## src/rtl/divvy_pkg.sv

```systemverilog
// Shared types and constants for the Divvy core control path.
package divvy_pkg;

  typedef enum logic [2:0] {
    IDLE  = 3'd0,
    FETCH = 3'd1,
    EXEC  = 3'd2,
    MEM   = 3'd3,
    WB    = 3'd4,
    DONE  = 3'd5,
    ERR   = 3'd6
  } SeqState;

  localparam logic [1:0] MEM_NONE  = 2'b00;
  localparam logic [1:0] MEM_LOAD  = 2'b01;
  localparam logic [1:0] MEM_STORE = 2'b10;

  // 2'b11 is not a legal access and falls through as "no memory access".
  function automatic logic mem_access(input logic [1:0] status);
    return (status == MEM_LOAD) || (status == MEM_STORE);
  endfunction

endpackage

```

## src/rtl/seq_wait_timer.sv

```systemverilog
// Clear/enable wait counter for the MEM state; expired_o flags the last allowed wait cycle.
module seq_wait_timer #(
  parameter int unsigned MEM_TIMEOUT = 16
) (
  input  logic Clk,
  input  logic Reset_n,
  input  logic clear_i,
  input  logic en_i,
  output logic expired_o
);

  // A timeout of 1 still needs a 1-bit counter.
  localparam int unsigned Width = (MEM_TIMEOUT > 1) ? $clog2(MEM_TIMEOUT) : 1;

  logic [Width-1:0] cnt_q, cnt_d;

  always_comb begin
    cnt_d = cnt_q;
    if (clear_i) begin
      cnt_d = '0;
    end else if (en_i) begin
      cnt_d = cnt_q + Width'(1);
    end
  end

  always_ff @(posedge Clk) begin
    if (!Reset_n) begin
      cnt_q <= '0;
    end else begin
      cnt_q <= cnt_d;
    end
  end

  assign expired_o = (cnt_q == Width'(MEM_TIMEOUT - 1));

endmodule

```

## src/rtl/instr_sequencer.sv

```systemverilog
// Multi-cycle FETCH/EXEC/MEM/WB control sequencer for the Divvy core.
module instr_sequencer
  import divvy_pkg::*;
#(
  parameter int unsigned MEM_TIMEOUT = 16,
  parameter int unsigned CNT_W       = 16
) (
  input  logic             Clk,
  input  logic             Reset_n,
  input  logic             Start,
  input  logic             Halt,
  input  logic             Branch,
  input  logic             BranchCond,
  input  logic [1:0]       MemStatus,
  input  logic             WriteRegEn,
  input  logic             WriteACCEn,
  input  logic             MemReady,
  output logic             PcClear,
  output logic             PcEn,
  output logic             PcTarget,
  output logic             IrLoad,
  output logic             MemReq,
  output logic             MemWe,
  output logic             RegWrStb,
  output logic             AccWrStb,
  output logic             Busy,
  output logic             Done,
  output logic             Error,
  output logic [CNT_W-1:0] InstrCount
);

  SeqState          state_q, state_d;
  logic [CNT_W-1:0] count_q, count_d;
  logic             wait_clr, wait_en, wait_expired;

  // The wait counter only runs while MEM is stalled, and restarts on every MEM entry.
  assign wait_clr = (state_q != MEM);
  assign wait_en  = (state_q == MEM) && !MemReady && !wait_expired;

  seq_wait_timer #(
    .MEM_TIMEOUT(MEM_TIMEOUT)
  ) u_wait_timer (
    .Clk      (Clk),
    .Reset_n  (Reset_n),
    .clear_i  (wait_clr),
    .en_i     (wait_en),
    .expired_o(wait_expired)
  );

  always_comb begin
    state_d = state_q;
    case (state_q)
      IDLE: begin
        if (Start) state_d = FETCH;
      end
      FETCH: state_d = EXEC;
      EXEC: begin
        if (Halt) begin
          state_d = DONE;
        end else if (mem_access(MemStatus)) begin
          state_d = MEM;
        end else begin
          state_d = WB;
        end
      end
      MEM: begin
        if (MemReady) begin
          state_d = WB;
        end else if (wait_expired) begin
          state_d = ERR;
        end
      end
      WB: state_d = FETCH;
      DONE: begin
        if (!Start) state_d = IDLE;
      end
      ERR:     state_d = ERR;
      default: state_d = IDLE;
    endcase
  end

  always_comb begin
    count_d = count_q;
    if (state_q == IDLE && Start) begin
      count_d = '0;
    end else if (state_q == WB && count_q != '1) begin
      count_d = count_q + CNT_W'(1);
    end
  end

  always_ff @(posedge Clk) begin
    if (!Reset_n) begin
      state_q <= IDLE;
      count_q <= '0;
    end else begin
      state_q <= state_d;
      count_q <= count_d;
    end
  end

  always_comb begin
    PcClear  = 1'b0;
    PcEn     = 1'b0;
    PcTarget = 1'b0;
    IrLoad   = 1'b0;
    MemReq   = 1'b0;
    MemWe    = 1'b0;
    RegWrStb = 1'b0;
    AccWrStb = 1'b0;
    Busy     = 1'b0;
    Done     = 1'b0;
    Error    = 1'b0;
    case (state_q)
      IDLE: PcClear = Start;
      FETCH: begin
        IrLoad = 1'b1;
        Busy   = 1'b1;
      end
      EXEC: Busy = 1'b1;
      MEM: begin
        MemReq = 1'b1;
        MemWe  = (MemStatus == MEM_STORE);
        Busy   = 1'b1;
      end
      WB: begin
        Busy     = 1'b1;
        RegWrStb = WriteRegEn;
        AccWrStb = WriteACCEn;
        PcEn     = 1'b1;
        PcTarget = Branch & BranchCond;
      end
      DONE:    Done  = 1'b1;
      ERR:     Error = 1'b1;
      default: ;
    endcase
  end

  assign InstrCount = count_q;

endmodule

```

## config.mk

```make
export PLATFORM = sky130hd
export DESIGN_NAME = instr_sequencer
export DESIGN_NICKNAME = d
export VERILOG_FILES = /design/src/rtl/divvy_pkg.sv /design/src/rtl/seq_wait_timer.sv /design/src/rtl/instr_sequencer.sv
export SDC_FILE = /design/constraint.sdc
export NUM_CORES = 1
export LEC_CHECK = 0
export ABC_AREA = 1
export ABC_CLOCK_PERIOD_IN_PS = 1750
export BUFFER_PORTS_ARGS = -buffer_cell sky130_fd_sc_hd__buf_4
export CORE_MARGIN = 1
export CORE_UTILIZATION = 52
export DETAILED_ROUTE_END_ITERATION = 6
export GPL_ROUTABILITY_DRIVEN = 0
export GPL_TIMING_DRIVEN = 0
export PLACE_DENSITY = 0.88
export SLEW_MARGIN = 20
export SYNTH_ARGS = -nofsm -noshare
export SYNTH_HDL_FRONTEND = slang
export SYNTH_HIERARCHICAL = 1
export SYNTH_SLANG_ARGS = --single-unit
export TNS_END_PERCENT = 10
```

## constraint.sdc

```tcl
create_clock -name Clk -period 1.75 [get_ports Clk]
set_clock_uncertainty 0.2 [all_clocks]
set_input_delay 0.175 -clock Clk [delete_from_list [all_inputs] [get_ports Clk]]
set_output_delay 0.175 -clock Clk [all_outputs]
set_load 0.01 [all_outputs]
```

# Word-level counts from Yosys, hierarchy flattened
# Index checks and enable logic that the tools add are counted.
# classes
add_sub_neg,2
n_eq_ne,14
n_mux,18
bitwise,2
n_reduce_logical,12
# op_table
op,count
3-bit case mux with 7 select lines,1
3-bit 2-to-1 mux,6
"16-bit by 1-bit adder with 16-bit output, second input constant",1
"16-bit != test, second input constant",1
1-bit 2-to-1 mux,11
"3-bit == test, second input constant",3
"3-bit by 2-bit == test with 1-bit output, second input constant",2
"4-bit by 1-bit adder with 4-bit output, second input constant",1
"4-bit == test, second input constant",1
1-bit logical AND,4
"2-bit != test, second input constant",2
2-bit OR reduction,2
4-bit OR reduction,1
"3-bit by 1-bit == test with 1-bit output, second input constant",1
3-bit logical NOT,1
"3-bit by 2-bit != test with 1-bit output, second input constant",1
"3-bit != test, second input constant",1
3-bit AND reduction,1
"2-bit by 1-bit == test with 1-bit output, second input constant",1
"2-bit == test, second input constant",1
1-bit logical NOT,2
1-bit bitwise AND,1
1-bit logical OR,1
1-bit inverter,1
# word_totals
register_bits,23
input_bits,11

# Longest topological paths before layout
# Gate-level depths: netlist of the first run.
# logic_depth
depth_word,5
ltp_mapped,12
ltp_nobuf,12

# Hierarchy
# Netlist of the first run, hierarchy kept.
# by_module_without_submodules
mod,instances,cells_each,area_per_inst_um2
instr_sequencer,1,204,1290.0
seq_wait_timer,1,25,181.4

# Worst setup path before layout of the first run
# No wires, ideal clock.
# synth_timing
path_kind,flip-flop to flip-flop
start,"register count_q[0], in the netlist InstrCount[0]"
end,"register count_q[13], in the netlist InstrCount[13]"
t_arrival_ns,1.393
required_time_ns,1.438
slack_ns,0.045
stages_incl_launch_ff,10
n_path_buf,1
period_less_slack_ns,1.705
path_cell_list,dfxtp_1 ha_1 nand2_1 nor2_1 nand2_2 nor2_4 nor2_4 buf_6 a21oi_2 nor2_1
# synth_between
elab_chain_cells,2
# synth_rtl
element,line,source
start: declaration,instr_sequencer.sv:33,"logic [CNT_W-1:0] count_q, count_d;"
start signal: assignment,instr_sequencer.sv:97,count_q <= count_d;
branches (longest 2 deep; another with 16-bit by 1-bit adder with 16-bit output),n/a,
# Parallel ways; which one is timed is not known.
# A chain may end at the register's enable or synchronous reset.

# Worst setup path after layout of the first run
# layout_timing
start,"register count_q[2], in the netlist InstrCount[2]"
end,"register count_q[15], in the netlist InstrCount[15]"
# Same word-level chain as after synthesis.

==> results of run 1 <==
## power breakdown
part | switching [mW] | leakage (nW) | total [mW] | internal [mW]
clock network | 0.178 | 0.0139 | 0.265 | 0.0873
logic | 0.114 | 0.647 | 0.194 | 0.0808
registers | 0.0162 | 0.190 | 0.548 | 0.532
total | 0.308 | 0.851 | 1.01 | 0.700
## synthesized netlist by cell type, drive strengths merged
| cell | n |
|---|---|
| a21boi | 1 |
| a21oi | 16 |
| and3 | 2 |
| buf | 2 |
| clkinv | 1 |
| dfxtp | 23 |
| ha | 3 |
| inv | 33 |
| nand2 | 66 |
| nand3 | 14 |
| nand4 | 6 |
| nor2 | 43 |
| nor3 | 1 |
| nor3b | 1 |
| o211ai | 1 |
| o21ai | 10 |
| xnor2 | 3 |
| xor2 | 3 |
## metal layers
layer | track usage, % | share of wire [%] | up-vias
li1 | - | - | 811
met1 | 30.9 | 46 | 755
met2 | 42.2 | 48 | 40
met3 | 3.28 | 5.1 | 6
met4 | 7.08 | 1.4 | 0
met5 | 0 | 0 | -
## flip-flops by register name, summed over array words and instances (netlist names)
register and count:
state_q 3, InstrCount 16, u_wait_timer/cnt_q 4
## final timing paths
kind	start	endpoint	slack, ns	cells after the start
setup / recovery	InstrCount[2]	InstrCount[15]	0.09	7
hold reg to reg	u_wait_timer/cnt_q[0]	u_wait_timer/cnt_q[0]	0.26	1
hold / removal	MemReady	state_q[1]	0.05	4
setup reg to reg	InstrCount[2]	InstrCount[15]	0.09	7
## layout make-up
class / instances / area [µm²]
fillers: 222 / 667
inverters: 34 / 131
multi-input cells: 170 / 887
clock buffers: 3 / 22.5
plain buffers: 2 / 16.3
repair buffers: 42 / 323
clock inverters: 1 / 7.51
well taps: 30 / 37.5
flip-flops and latches: 23 / 475
## kinds of logic after synthesis
group | count (synthesis)
and+or+nand+nor | 133
buffers and inverters | 36
AOI/OAI and AO/OA | 28
DFF | 23
xor gates and xnor gates | 6
adders and majority gates | 3
## worst min-delay path: cells and delay by family
family	cells	cell delay (ns)
buffers and inverters	2	0.13
AO/OA/AOI/OAI	2	0.24
## what timing repair did
| action | in CTS | in global routing |
|---|---|---|
| hold buffers | 3 | 0 |
| pin swaps | 0 | 4 |
| endpoints found under the setup margin | 10 | 23 |
| gates resized for setup | 1 | 16 |
| setup buffers | 0 | 2 |
| hold endpoints to repair | 3 | 0 |
==> flow_metrics.tcl, run 1 <==
set metrics [dict create \
    core_um2 2570 \
    grt_max_degree 15 \
    diodes 0 \
    synth-simple-area-share_pct 41.9 \
    nets 290 \
    synth_top_family_by_area "simple AND/OR/NAND/NOR gates" \
    critPathSlowestCell "dfxtp_1" \
    syn_avg_cell_area_um2 6.43 \
    core.rowCount 18 \
    synth-compound-area-share_pct 10.9 \
    yosysWarningCount 6 \
    root_buffer "clkbuf_4" \
    synth.cell_area_um2 1470 \
    ir_worst_vdd_v 0.000633 \
    fin_total_pwr_mw 1.01 \
    clk_latency_ns 0.32 \
    mostFrequentLayoutCells "58 x nand2_1, 39 x buf_4, 34 x nor2_1" \
    powerDensity_nw_per_um2 530 \
    crit_chain "nand2_1 -> nor2_2 -> nand3_1 -> nor2_1 -> nand3_1 -> nand2_1 -> nor2_1" \
    syn-num-nets 243 \
    synthMuxAreaShare_pct 0 \
    viasPerCell 5.29 \
    setup_viol 0 \
    drive_gt1_share_pct 28.7 \
    ios 38 \
    crit_buf_inv 0 \
    tightest_slew_ns 0.291 \
    max-clock-path-buffers 2 \
    yosysTopAreaCell "dfxtp_1" \
    syn_inst 229 \
    dr_total_vias 1612 \
    cts_max_level 1 \
    timing.slew.headroom_pct 80.5 \
    cpLargestDelayFamily "simple AND/OR/NAND/NOR gates" \
    final_area_um2 1900 \
    ys_top_cells_by_area "dfxtp_1 31%, nand2_1 15%, nor2_1 8.9%" \
    end_kind "flip-flop" \
    yosysSeqAreaShare_pct 31.3 \
    dp_slack_ns -0.0428 \
    die_area_um2 3050 \
    synthAdderAreaFrac_pct 2.55 \
    grt-ovfl-total 0 \
    setup_slack_ns 0.0930 \
    port-buffer-count 37 \
    grt_pass1_wl_um 5330 \
    syn2layout_area_growth_pct 29.2 \
    placed_cells 296 \
    yosysUniqueCellTypes 25 \
    firstDrtPassIters 5 \
    drv_cap 0 \
    antenna_found_initial 0 \
    synth_xor_area_share_pct 3.57 \
    status "complete, no violations" \
    clk_transition_reported_paths_ns 0.14 \
    cp.arrival_ns 1.69 \
    ant_nets 0 \
    grt_pass1_vias 1325 \
    clock_sinks 23 \
    final_common_cell "nand2_1" \
    cp_max_fo 6 \
    dp_hpwl_um 2460 \
    slowest_delay_ns 0.48 \
    finalCoreUtilization_pct 74.0 \
    worst-setup-path-type "flip-flop to flip-flop" \
    chipHeight_um 55.2 \
    drt_iter0_markers 36 \
    finalSetupTns_ns 0 \
    max_freq_mhz 604 \
    crit_path_start_kind "flip-flop" \
    wl_per_cell_um 11.6 \
    final-hold-violation-count 0 \
    power_leakage_nw 0.851 \
    place_area_um2 1790 \
    synth_seq_cells 23 \
    worstHoldPathType "primary input to flip-flop" \
    whs_ns 0.0499 \
    grt_usage_pct 24.2 \
    cts_buffers 3 \
    layout.cells.non_filler 305 \
    slew_violations 0 \
    wirelength_um 3540 \
    chipWidth_um 55.2 \
    synth_top_cell_area_share_pct 31.3 \
    route.detailed.drc 0 \
    period_share_pct 94.7 \
    start_util_pct 57.3 \
    worst_ep_required_time_ns 1.78 \
    cts_tree "built" \
    period_needed_ns 1.66 \
]
(Power assumes the default switching activity.)
==> inputs of run 2 (changes only) <==
ABC_CLOCK_PERIOD_IN_PS = 1400   (was 1750)
CORE_UTILIZATION = 47   (was 52)
PLACE_DENSITY = 0.84   (was 0.88)
clock period = 1.4 ns   (was 1.75 ns; I/O delays follow)
==> flow_metrics.tcl, run 2 (same netlist as run 1, synthesis figures left out) <==
set metrics [dict create \
    status "finished with violations" \
    violations "DRC, setup timing" \
    max-clock-path-buffers 2 \
    slew_violations 0 \
    drive_gt1_share_pct 43.4 \
    crit_buf_inv 1 \
    critPathSlowestCell "dfxtp_4" \
    r2r-start "u_wait_timer/cnt_q[1]" \
    chipWidth_um 58.0 \
    wirelength_um 4120 \
    wl_per_cell_um 12.9 \
    grt_max_degree 13 \
    cp.arrival_ns 1.62 \
    root_buffer "clkbuf_4" \
    internal-power_mw 0.908 \
    multi_input_area_um2 1010 \
    viasPerCell 5.20 \
    diodes 0 \
    drv_cap 0 \
    clk_transition_reported_paths_ns 0.13 \
    startpoint "u_wait_timer/cnt_q[1]" \
    route.detailed.drc 2 \
    nets 303 \
    die_area_um2 3360 \
    ant_nets 0 \
    seqCellArea_um2 503 \
    p_sw_share_pct 30.5 \
    final-hold-violation-count 0 \
    r2r-end "u_wait_timer/cnt_q[3]" \
    grt_pass1_vias 1475 \
    rsz0062_at_grt "true" \
    power_frac_seq_pct 51.8 \
    powerDensity_nw_per_um2 601 \
    nFillCells 207 \
    worst_ep_required_time_ns 1.42 \
    reg2reg_depth 10 \
    crit_path_start_kind "flip-flop" \
    end_kind "flip-flop" \
    max_freq_mhz 628 \
    p_comb_share_pct 24.2 \
    ios 38 \
    worst-setup-path-type "flip-flop to flip-flop" \
    timing.slew.headroom_pct 80.1 \
    grt_usage_pct 24.0 \
    cts_buffers 3 \
    grt-ovfl-total 0 \
    cts_tree "built" \
    clock_sinks 23 \
    port-buffer-count 37 \
    final_common_cell "nand2_1" \
    slowest_delay_ns 0.38 \
    cp_max_fo 6 \
    start_util_pct 51.6 \
    endpoint "u_wait_timer/cnt_q[3]" \
    layout.cells.non_filler 319 \
    largest_register_ffs 16 \
    crit_cells 10 \
    setup_viol 33 \
    clk_latency_ns 0.31 \
    chipHeight_um 58.0 \
    ir_worst_vdd_v 0.000702 \
    worstHoldPathType "primary input to flip-flop" \
    syn2layout_area_growth_pct 47.9 \
    p_switching_mw 0.399 \
    clkPwrFrac_pct 24.0 \
    dp_hpwl_um 2410 \
    dr_total_vias 1658 \
    firstDrtPassIters 6 \
    core.rowCount 19 \
    crit_chain "ha_4 -> and3_4 -> nor2_4 -> nand2_2 -> inv_4 -> nand2_4 -> nor2_4 -> nand2_1 -> nand2_1 -> nor2_1" \
    placed_cells 297 \
    dp_slack_ns -0.191 \
    cts_max_level 1 \
    period_share_pct 114 \
    antenna_found_initial 0 \
    grt_pass1_wl_um 6280 \
    power_leakage_nw 0.970 \
    period_needed_ns 1.59 \
    tightest_slew_ns 0.297 \
    core_um2 2850 \
    drt_iter0_markers 76 \
    setup_slack_ns -0.192 \
    mostFrequentLayoutCells "52 x nand2_1, 46 x buf_4, 27 x inv_1" \
    cpLargestDelayFamily "simple AND/OR/NAND/NOR gates" \
    rrSetupSlack_ns -0.19 \
]
## run 2: changes by cell type in the layout (fill, tap and decap cells not counted), sizes merged
cell	change
dlygate4sd3	+1
nand2	+1
clkinvlp	-1
clkbuf	+1
buf	+11
## run 2: worst min path at each step
| stage | start | end | slack (ns) | depth (start not counted) |
|---|---|---|---|---|
| finish | Start | state_q[2] | 0.21 | 5 |
| CTS | Start | state_q[2] | 0.08 | 6 |
| global placement | Reset_n | state_q[1] | 0.20 | 3 |
| detailed placement | Reset_n | state_q[1] | 0.20 | 3 |
| floorplan | Reset_n | state_q[1] | 0.06 | 2 |
| global route | Start | state_q[2] | 0.20 | 6 |
## run 2: repair_timing
action,CTS,global route
hold endpoints to repair,5,0
pin swaps,6,17
hold buffers,4,0
gates cloned,0,2
setup endpoints to repair,33,33
gates resized for setup,32,37
buffers inserted,10,2
## run 2: cell type report
class,instances,area share (%)
Buffer,2,0.863
Multi-Input combinational cell,171,46.6
Clock buffer,4,1.21
Sequential cell,23,23.1
Inverter,34,6.50
Tap cell,31,1.78
Timing Repair Buffer,54,20.0
## run 2: per-stage QoR
step	utilization (%)	TNS [ns]	power [mW]	cell area, µm²	hold WS [ns]
CTS	71.3	-3.23	1.28	2030	0.0811
detailed placement	63.8	-3.07	0.918	1820	0.197
floorplan	-	-1.13	0.831	1500	0.0649
finish	76.3	-3.83	1.31	2180	0.206
global placement	63.8	-2.69	0.915	1820	0.199
global route	76.3	-6.51	1.38	2180	0.200
## run 2: worst reg2reg max path: cells and delay by family (launching register included)
kind	cells	cell delay (ns)
flops	1	0.38
fa+ha+maj	1	0.16
simple gates	8	0.67
buf+inv	1	0.10
## run 2: metal layers
metal	track usage (%)	vias up	share of wire [%]
li1	-	841	-
met1	28.9	770	42
met2	42.5	41	51
met3	4.69	6	5.0
met4	7.82	0	1.6
met5	0	-	0
## run 2: power groups by stage
stage	clock network (mW)	logic (mW)	registers [mW]
4_1_cts	0.319	0.277	0.680
5_1_grt	0.358	0.342	0.679
2_1_floorplan	0	0.137	0.694
6_report	0.314	0.317	0.677
3_3_place_gp	0	0.218	0.697
3_5_place_dp	0	0.221	0.697
